[src/rtl/idct_accum.sv]
// IDCT output accumulator: sums TERMS signed products, rounds, shifts by SHIFT,
// saturates to 9-bit signed and holds the sample until the consumer takes it.
module idct_accum #(
  parameter int unsigned TERMS = 8,
  parameter int unsigned SHIFT = 7
) (
  input  logic              clk,
  input  logic              rst_n,
  input  logic              clr,
  input  logic              in_valid,
  input  logic [15:0]       in_data,
  output logic              in_ready,
  output logic              out_valid,
  output logic [8:0]        out_data,
  input  logic              out_ready
);

  localparam int unsigned DW    = 16;
  localparam int unsigned OW    = 9;
  localparam int unsigned ACC_W = DW + $clog2(TERMS);
  localparam int unsigned CNT_W = $clog2(TERMS + 1);
  localparam int unsigned SW    = ACC_W + 1;

  localparam logic signed [SW-1:0] MAXV = SW'((2 ** (OW - 1)) - 1);
  localparam logic signed [SW-1:0] MINV = -SW'(2 ** (OW - 1));
  localparam logic signed [SW-1:0] RND  = SW'(2 ** (SHIFT - 1));

  typedef enum logic {ACC, HOLD} state_t;

  state_t                   r_state;
  logic signed [ACC_W-1:0]  r_acc;
  logic [CNT_W-1:0]         r_cnt;
  logic                     r_out_valid;
  logic [OW-1:0]            r_out_data;

  logic signed [ACC_W-1:0]  w_term;
  logic signed [ACC_W-1:0]  w_acc_nxt;
  logic signed [SW-1:0]     w_rnd;
  logic signed [SW-1:0]     w_shr;
  logic [OW-1:0]            w_sat;
  logic                     w_last;

  assign in_ready  = (r_state == ACC);
  assign out_valid = r_out_valid;
  assign out_data  = r_out_data;
  assign w_last    = (r_cnt == CNT_W'(TERMS - 1));

  // Running sum including the current term, then round/shift/saturate at full precision
  always_comb begin
    w_term    = {{(ACC_W - DW){in_data[DW-1]}}, in_data};
    w_acc_nxt = r_acc + w_term;
    w_rnd     = {w_acc_nxt[ACC_W-1], w_acc_nxt} + RND;
    w_shr     = w_rnd >>> SHIFT;
    if (w_shr > MAXV) begin
      w_sat = {1'b0, {(OW - 1){1'b1}}};
    end else if (w_shr < MINV) begin
      w_sat = {1'b1, {(OW - 1){1'b0}}};
    end else begin
      w_sat = w_shr[OW-1:0];
    end
  end

  always_ff @(posedge clk or negedge rst_n) begin
    if (!rst_n) begin
      r_state     <= ACC;
      r_acc       <= '0;
      r_cnt       <= '0;
      r_out_valid <= 1'b0;
      r_out_data  <= '0;
    end else begin
      case (r_state)
        ACC: begin
          // clr beats a coincident term
          if (clr) begin
            r_acc <= '0;
            r_cnt <= '0;
          end else if (in_valid) begin
            if (w_last) begin
              r_out_data  <= w_sat;
              r_out_valid <= 1'b1;
              r_acc       <= '0;
              r_cnt       <= '0;
              r_state     <= HOLD;
            end else begin
              r_acc <= w_acc_nxt;
              r_cnt <= r_cnt + CNT_W'(1);
            end
          end
        end
        HOLD: begin
          if (out_ready) begin
            r_out_valid <= 1'b0;
            r_state     <= ACC;
          end
        end
        default: r_state <= ACC;
      endcase
    end
  end

endmodule

[config.mk]
export PLATFORM = sky130hd
export DESIGN_NAME = idct_accum
export DESIGN_NICKNAME = d
export VERILOG_FILES = /design/src/rtl/idct_accum.sv
export SDC_FILE = /design/constraint.sdc
export NUM_CORES = 1
export LEC_CHECK = 0
export BUFFER_PORTS_ARGS = -buffer_cell sky130_fd_sc_hd__buf_2
export CAP_MARGIN = 0
export CORE_UTILIZATION = 30
export CTS_CLUSTER_SIZE = 40
export DETAILED_ROUTE_END_ITERATION = 7
export GPL_ROUTABILITY_DRIVEN = 1
export GPL_TIMING_DRIVEN = 0
export PLACE_DENSITY = 0.49
export SYNTH_ARGS = -nofsm -noshare
export SYNTH_HDL_FRONTEND = slang
export SYNTH_SLANG_ARGS = --single-unit
export TNS_END_PERCENT = 30
[constraint.sdc]
create_clock -name clk -period 6.6 [get_ports clk]
set_clock_uncertainty 0.05 [all_clocks]
set_input_delay 0.66 -clock clk [delete_from_list [all_inputs] [get_ports clk]]
set_output_delay 0.66 -clock clk [all_outputs]
set_load 0.03 [all_outputs]
Yosys cells after proc, flatten, opt, wreduce, memory -nomap -nowiden
Cells that the tools add are included.
- reductions and logical operators: 4
- bitwise operators: 2
- $add $sub $neg: 3
- multiplexer cells: 18
- $lt $le $gt $ge: 2
- equality and inequality tests: 5
- operators by type and width (kind ; count):
    two-way mux 19 bit ; 3
    adder 19 x 8 -> 20 bit, second input constant ; 1
    adder 19 x 16 -> 19 bit ; 1
    two-way mux 9 bit ; 2
    > comparator 13 x 9 -> 1 bit, second input constant ; 1
    less-than comparator 13 x 9 -> 1 bit, second input constant ; 1
    two-way mux 4 bit ; 3
    two-way mux 1 bit ; 8
    AND reduction 4 bit ; 2
    inequality test 2 bit, second input constant ; 3
    adder 4 x 1 -> 4 bit, second input constant ; 1
    equality test 4 x 3 -> 1 bit, second input constant ; 1
    case mux 1 bit (2 select lines) ; 2
    inequality test 2 x 1 -> 1 bit, second input constant ; 1
    NOT 1 bit ; 2
    AND reduction 2 bit ; 1
    nonzero test 2 bit ; 1
- input bits: 21
- logic and storage cells: 39
- output and inout port bits: 11
- register bits after elaboration: 34

Logic depth before layout (Yosys ltp)
- depth in word-level cells: 5
- mapped depth: 12
- gate-level depth less buffers: 11

Least setup slack after synthesis
OpenSTA, ideal clock, no wires.
- path kind: input -> register
- start: in in_data[0]
- end: reg r_out_data[8], in the netlist out_data[8]
- arrival time: 3.345 ns
- path buffers: 0
- stages: 11
- setup time: 0.123 ns
- required time: 6.427 ns
- slack: 3.082 ns
- cells stage by stage: ha_1 -> fa_1 -> a211oi_2 -> o21ai_4 -> a21o_2 -> a211oi_4 -> nand3_4 -> or3_4 -> o21bai_4 -> a32oi_4 -> o221a_1
- cells in the longest elaborated chain, start to end: 5
- elaborated cells on any way between the ends: 6
- those cells by class: add/sub (2); order compare (2); mux (2)
- RTL lines (item ; RTL line ; RTL):
    from (decl) ; 11 ; input logic [15:0] in_data,
    adder 19 x 16 -> 19 bit * ; 51 ; w_acc_nxt = r_acc + w_term;
    adder 19 x 8 -> 20 bit * ; 52 ; w_rnd = {w_acc_nxt[ACC_W-1], w_acc_nxt} + RND;
    less-than comparator 13 x 9 -> 1 bit ; 56 ; end else if (w_shr < MINV) begin
    two-way mux 9 bit ; 56 ;
    two-way mux 9 bit * ; 54 ; if (w_shr > MAXV) begin
    to (signal assigned) ; 79 ; r_out_data <= w_sat;
    to (decl) ; 34 ; logic [OW-1:0] r_out_data;
Mark *: on every way between the ends. The rest lies on a longest branch, timed or not.
A chain may end at the register's enable or synchronous reset.

Worst setup path after layout
- start: in in_data[0]
- end: reg r_out_data[0], in the netlist out_data[0]
The elaborated chain is that of the path after synthesis.

==> results.txt <==
Worst Tran Pin Value: 0.804 ns
Via/cell ratio: 5.17
Sequential fraction of the synthesis area: 28.9%
GRT Total Usage: 15.3%
Final setup vio count: 0
RSZ-0062 raised after global routing: false
#FFs+latches synth: 34
Reg2reg end: out_data[0]
Clock root cell: clkbuf_8
CTS tree: yes
Cell taking the most area after synthesis: dfrtp_1
Top FF cell, synth: dfrtp_1
Syn Inst Count: 306
Mapped Area: 2940 µm²
Number of synthesized flops with an enable pin: 0
Placement Setup Slack: 2.54 ns
Pleak: 1.44 nW
MaxCap Viol Count: 0
Post-Syn Area per Cell: 9.61 µm²
Via count: 2,452
Grt ovf: 0
Largest cells by area after synthesis: dfrtp_1 (29%), ha_1 (8.5%), nand2_1 (4.0%), a22o_1 (3.6%), o21ai_0 (3.2%)
H-tree depth: 2
Startpoint types: input port
Peak Freq: 269 MHz
Initial antenna violation count: 0
HPWL Detailed: 5690 µm
Register-to-Register Path Depth: 11
Fin. max-slew vios: 0
Slew headroom: 46.4%
Layout cells sized above 1: 25.8%
Routed Antenna Nets: 0
Switching pwr: 0.372 mW
Avg WL per Cell: 15.3 µm
Kind of critical path: input port to flip-flop
Chip Height: 101 µm
Worst EP arrival: 3.82 ns
Critical Path RT: 6.70 ns
Fin nets: 386
Final wirelength: 7270 µm
Post-synthesis async set-or-reset flop share: 100%
First-pass DRT Iterations: 4
Filler cell count: 1,007
Max FO, Critical Path: 8
Drt drc: 0
FF-to-FF setup slack: 2.97 ns
Sinks on Clock Net: 34
Count of final hold-check violations: 0
Internal: 0.497 mW
Core Rows: 35
GP Congestion: 0.912
Core area: 9370 µm²
Port Buf Inserts: 31
Hold Path Class: input port to async pin
Sw frac: 42.8%
Clock network power share: 18.8%
Status: complete, no violations
Flop pwr share: 27.9%
Setup Buffers After CTS: 0
Vias in the first global route: 2,401
Ys Warns: 0
Fin crit period: 3.72 ns
CTS clk-pin slew, worst paths: 0.07 ns
Ports: 32
Setup tns final: 0 ns
Largest net degree at the start of global routing: 35
Area Overhead vs Synth: 13.9%
Diodes inserted: 0
Setup ws final: 2.88 ns
CTS Hold Bufs: 0
Starting Density: 31.4%
Synth cell types: 66
First-pass GRT wire length: 12,200 µm
Syn_nets: 348
Peak VDD IR: 0.0000825 V
Die area: 10,200 µm²
Critical Path End Type: flip-flop
Post-CTS Resized: 0
Worst-Skew Late Latency: 0.29 ns
Synth top area share: 28.9%
Width of the chip: 101 µm
Initial DRC count: 116
Num CTS Buffers: 5
Top post-synthesis cells by count: dfrtp_1 (34), nand2_1 (31), ha_1 (20)
Count leader, synth: dfrtp_1
Clock tree buffer depth: 2
P per Cell Area: 260 nW/µm²
Reg2reg start: r_acc[0]
Fin crit share: 56.4%
Logic pwr share: 53.3%
==> worst max-delay path, cell delays in order <==
cell	delay, ns
buf_2	0.10
ha_1	0.24
fa_1	0.45
a211oi_2	0.31
o21ai_4	0.14
a21o_2	0.24
a21oi_2	0.30
nand4_1	0.30
or2_1	0.33
o2111a_1	0.17
nor4_1	0.48
a211oi_1	0.10
==> registers in the layout (all words and copies together) (netlist names) <==
register   count
out_valid      1
out_data       9
r_cnt          4
r_state        1
r_acc         19
==> cells by family (layout without fill, tap and decap cells) <==
family	after synthesis	count (layout)	synth area share (%)
flops	34	34	28.9
mux	1	1	0.383
xor+xnor	23	23	8.51
fa+ha+maj	21	21	9.19
simple gates	99	99	18.1
compound gates	113	113	32.2
buf+inv	15	54	2.68
==> final cells by class <==
class / instances / area [µm²] / area share, %
flip-flops and latches: 34 / 851 / 25.4
well taps: 129 / 161 / 4.82
repair buffers: 31 / 155 / 4.63
multi-input cells: 257 / 2010 / 60.1
inverters: 3 / 11.3 / 0.336
clock inverters: 1 / 5.00 / 0.149
clock buffers: 7 / 86.3 / 2.58
plain buffers: 12 / 67.6 / 2.02
==> per-stage QoR <==
step                      hold WS (ns)  std cells  power (mW)  util, %  cell area (µm²)
final                            0.405        474       0.870     35.7             3350
after global routing             0.462        474       0.934     35.7             3350
after CTS                        0.434        474       0.878     35.7             3350
after detailed placement         0.424        466       0.711     34.8             3260
after global placement           0.408        466       0.710     34.8             3260
after floorplan                  0.314        306       0.614        -             2940
==> placed cells by master (no fill, tap or decap), drive strengths merged, types with 5 or more instances in the layout <==
| master | count |
|---|---|
| xnor2 | 14 |
| nand3 | 9 |
| o211ai | 6 |
| xor2 | 9 |
| ha | 20 |
| nor2 | 15 |
| nand4 | 5 |
| o21ai | 26 |
| nand2 | 33 |
| a21o | 6 |
| a21oi | 25 |
| clkbuf | 12 |
| dfrtp | 34 |
| buf | 38 |
| o221ai | 7 |
| nor3 | 5 |
| nand2b | 7 |
| a211oi | 13 |
| a22o | 12 |
==> metal layers <==
| layer | global-route usage (%) | part of all wire [%] | vias to the layer above |
|---|---|---|---|
| met1 | 21.5 | 51 | 1166 |
| met3 | 2.77 | 3.3 | 8 |
| met5 | 0 | 0 | - |
| met4 | 3.68 | 0.88 | 0 |
| met2 | 24.3 | 45 | 31 |
| li1 | - | - | 1247 |
==> worst max-delay path by stage <==
stage | from | end | slack, ns | cells after the start
global route | in_data[0] | out_data[0] | 2.67 | 12
global placement | in_data[0] | out_data[5] | 2.55 | 12
detailed placement | in_data[0] | out_data[0] | 2.54 | 12
floorplan | in_data[0] | out_data[8] | 3.08 | 11
finish | in_data[0] | out_data[0] | 2.88 | 12
CTS | in_data[0] | out_data[0] | 2.85 | 12
==> power by group through the flow <==
stage               sequential, mW  clock (mW)  combinational (mW)
floorplan                    0.243           0               0.371
global placement             0.247           0               0.463
detailed placement           0.247           0               0.463
CTS                          0.243       0.167               0.467
global route                 0.246       0.177               0.512
finish                       0.243       0.163               0.464
No activity file was read; power rests on OpenSTA's default activity.
